### src/rtl/sat_counter.sv
// sat_counter: saturating up-counter with synchronous clear that still applies the same-cycle increment
//   clk, rst_n : clock, async active-low reset
//   clr        : load 0 (then add inc)
//   inc        : count one event
//   count      : current value, sticks at all-ones
module sat_counter #(
  parameter int W = 8
) (
  input  logic         clk,
  input  logic         rst_n,
  input  logic         clr,
  input  logic         inc,
  output logic [W-1:0] count
);
  always_ff @(posedge clk or negedge rst_n)
    if (!rst_n) count <= '0;
    else count <= clr ? W'(inc) : count + W'(inc & ~&count);
endmodule

### config.mk
export PLATFORM = sky130hd
export DESIGN_NAME = sat_counter
export DESIGN_NICKNAME = d
export VERILOG_FILES = /design/src/rtl/sat_counter.sv
export SDC_FILE = /design/constraint.sdc
export NUM_CORES = 1
export LEC_CHECK = 0
export CAP_MARGIN = 20
export CORE_AREA = 8 8 45 47
export DETAILED_ROUTE_END_ITERATION = 16
export DIE_AREA = 0 0 53 55
export GPL_TIMING_DRIVEN = 0
export MAX_ROUTING_LAYER = met4
export PLACE_DENSITY = 0.52
export SLEW_MARGIN = 10
export SYNTH_ARGS = -nofsm -noshare
export SYNTH_HDL_FRONTEND = slang
export SYNTH_SLANG_ARGS = --single-unit
export TNS_END_PERCENT = 20
### constraint.sdc
create_clock -name clk -period 2.3 [get_ports clk]
set_clock_uncertainty 0.05 [all_clocks]
set_input_delay 0.575 -clock clk [delete_from_list [all_inputs] [get_ports clk]]
set_output_delay 0.575 -clock clk [all_outputs]
set_load 0.01 [all_outputs]
==> impl_metrics.csv, run 1 <==
group,metric,value,unit
status,status,"complete, no violations",
finish,antenna_cells,0,
finish,drive_above_1_share,10.0,%
finish,syn_to_final_growth,36.9,%
clock_network,cts_sinks,8,
floorplanning,die_height,55,um
sta,post-route-period-util,87.5,%
synthesis,synthTopCellsByCount,"8 x dfrtp_1, 4 x nand3_1",
synthesis,synth.area.top_cells,"dfrtp_1 52%, ha_1 6.5%, nand3_1 5.2%, or3_1 4.9%, xor2_1 4.5%",
sta,slew_headroom,75.6,%
critical_path,critPathLaunchType,"input port",
sta,tightest_slew,0.365,ns
critical_path,cp_max_fo,4,
floorplanning,rows,14,
clock_network,htreeDepth,1,
finish,largest_register,"count",
sta,fmax,497,MHz
floorplanning,pin_count,12,
grt,first_global_vias,315,
floorplanning,dieArea,2920,um^2
floorplanning,dieWidth,53,um
power_and_ir_drop,power_switching,70.7,uW
route,dr_total_vias,323,
clock_network,clk_path_buf_depth,2,
route,drc,0,
clock_network,clockRootBuffer,"clkbuf_4",
critical_path,cp.required,2.42,ns
synthesis,ys_ff_latch,8,
route,routed_wl,832,um
placed_design,portBuffers,10,
clock_network,cts.clk_slew.worst_paths,0.05,ns
sta,hold_violations,0,
hold_path,hp-class,"reg -> reg",
power_and_ir_drop,p_leak,0.000217,uW
sta,fin_setup_tns,0,ns
finish,reg_top3,"count: 8 flops",
synthesis,syn_area_per_cell,10.4,um^2
synthesis,syn_area,387,um^2
sta,rsz0062_at_grt,"no",
placed_design,dp_slack,0.0244,ns
power_and_ir_drop,swShare,23.6,%
sta,setup_violations,0,
floorplanning,start_util,27.9,%
power_and_ir_drop,p_seq_share,51.7,%
power_and_ir_drop,power_density,566,nW/um^2
finish,final_util,38.2,%
route,ant_nets,0,
floorplanning,core,1380,um^2
synthesis,synthCells,37,
grt,grt-ovfl-total,0,
grt,grt_pass1_wl,1480,um
power_and_ir_drop,power_frac_comb,13.4,%
clock_network,cts_tree,"done",
power_and_ir_drop,clockPowerShare,35.0,%
placed_design,post-dp-hpwl,625,um
route,drt_iter0_markers,3,
synthesis,yosysMostFrequentCell,"dfrtp_1",
clock_network,cts_made_buffers,3,
power_and_ir_drop,cell_internal_pwr,229,uW
synthesis,syn_nets,43,
power_and_ir_drop,ir_drop,0.000220,V
placed_design,gp_congestion,0.743,
grt,grt_max_degree,9,
synthesis,synth_top_area_share,51.8,%
route,firstDrtPassIters,4,
clock_network,cts_setup_buffers,0,
clock_network,post_cts_resized,0,
route,wl_per_cell,12.6,um
clock_network,cts_hold_buf,0,
critical_path,worstPathArrival,2.14,ns
sta,drv_slew,0,
synthesis,synthArstFlopShare,100,%
synthesis,yosys_warnings,0,
finish,fin_nets,58,
sta,min_period,2.01,ns
grt,antenna_found_initial,0,
run,drv_cap,0,
synthesis,synth_edf_count,0,
critical_path,critPathKind,"in -> reg",
grt,grt_usage,7.30,%
critical_path,end_kind,"flip-flop",
sta,worst_slack,0.287,ns
synthesis,seq_area_frac_synth,51.8,%
clock_network,insertion_delay,0.25,ns
synthesis,synth_area_leader_cell,"dfrtp_1",
route,via_per_inst,4.89,
synthesis,ys_types,17,
synthesis,synthFlopType,"dfrtp_1",
finish,largest_reg_flops,8,
==> stage by stage <==
| step | hold slack [ns] | total power [uW] | std cells | instance area [um^2] |
|---|---|---|---|---|
| after floorplan | 0.229 | 175 | 37 | 387 |
| after global placement | 0.527 | 198 | 63 | 507 |
| after detailed placement | 0.532 | 198 | 63 | 507 |
| after CTS | 0.542 | 308 | 66 | 529 |
| after global routing | 0.580 | 325 | 66 | 529 |
| final | 0.540 | 300 | 66 | 529 |
==> power by group through the flow <==
stage | sequential [uW] | clock [uW] | combinational, uW
floorplan | 159 | 0 | 15.9
global placement | 157 | 0 | 41.3
detailed placement | 157 | 0 | 41.1
CTS | 155 | 112 | 41.3
global route | 156 | 123 | 46.5
finish | 155 | 105 | 40.1
==> area by class of cell <==
type	instances	area (um^2)
buffer	1	3.75
clock buffer	3	22.5
fill	140	855
inverter	1	3.75
multi-input combinational	27	179
sequential	8	200
tap	16	20.0
timing repair buffer	10	100
==> final timing paths <==
kind	startpoint	to	slack (ns)	depth (start not counted)
setup / recovery	inc	count[6]	0.29	7
hold / removal	count[7]	count[7]	0.54	2
setup reg to reg	count[2]	count[6]	0.47	7
hold reg to reg	count[7]	count[7]	0.54	2
max in group asynchronous	rst_n	count[2]	1.38	1
min in group asynchronous	rst_n	count[6]	0.55	1
==> layout by cell type (no fill, tap or decap) <==
master	netlist	layout
nand4_1	1	1
clkbuf_4	0	3
ha_1	2	2
nand3_1	4	4
xnor2_1	1	1
dfrtp_1	8	8
nand2_1	1	1
xor2_1	2	2
nor2_1	3	3
clkdlybuf4s50_1	0	10
a21oi_1	3	3
mux2_2	1	1
clkbuf_1	1	1
inv_1	1	1
o21a_1	1	1
or3_1	3	3
nand4_2	1	1
nor2b_1	1	1
o21ai_0	3	3
==> layer usage <==
| layer | vias to the layer above | global-route usage [%] | share of wire, % |
|---|---|---|---|
| li1 | 157 | - | - |
| met1 | 154 | 8.18 | 41 |
| met2 | 10 | 9.96 | 48 |
| met3 | 2 | 3.48 | 9.7 |
| met4 | 0 | 5.17 | 1.1 |
| met5 | - | - | 0 |
==> worst max-delay path, stage by stage <==
cell             delay, ns
clkdlybuf4s50_1       0.47
o21a_1                0.12
ha_1                  0.20
ha_1                  0.23
inv_1                 0.06
or3_1                 0.34
a21oi_1               0.14
==> cell families (layout without fill, tap and decap cells) <==
logic type | count (synthesis) | in the layout | share of synthesized area (%)
compound gates | 7 | 7 | 9.71
xor+xnor | 3 | 3 | 6.80
fa+ha+maj | 2 | 2 | 6.47
buf+inv | 2 | 15 | 1.94
flops | 8 | 8 | 51.8
mux | 1 | 1 | 2.91
simple gates | 14 | 14 | 20.4
No activity file was read; power rests on OpenSTA's default activity.
==> inputs of run 2 (changes only) <==
--- a/config.mk
+++ b/config.mk
@@ -12,7 +12,7 @@
 export GPL_TIMING_DRIVEN = 0
 export MAX_ROUTING_LAYER = met4
 export PLACE_DENSITY = 0.52
-export SLEW_MARGIN = 10
+export SLEW_MARGIN = 20
 export SYNTH_ARGS = -nofsm -noshare
 export SYNTH_HDL_FRONTEND = slang
 export SYNTH_SLANG_ARGS = --single-unit
==> results of run 2 <==
Final layout, timing and power as in run 1 (identical DEF).
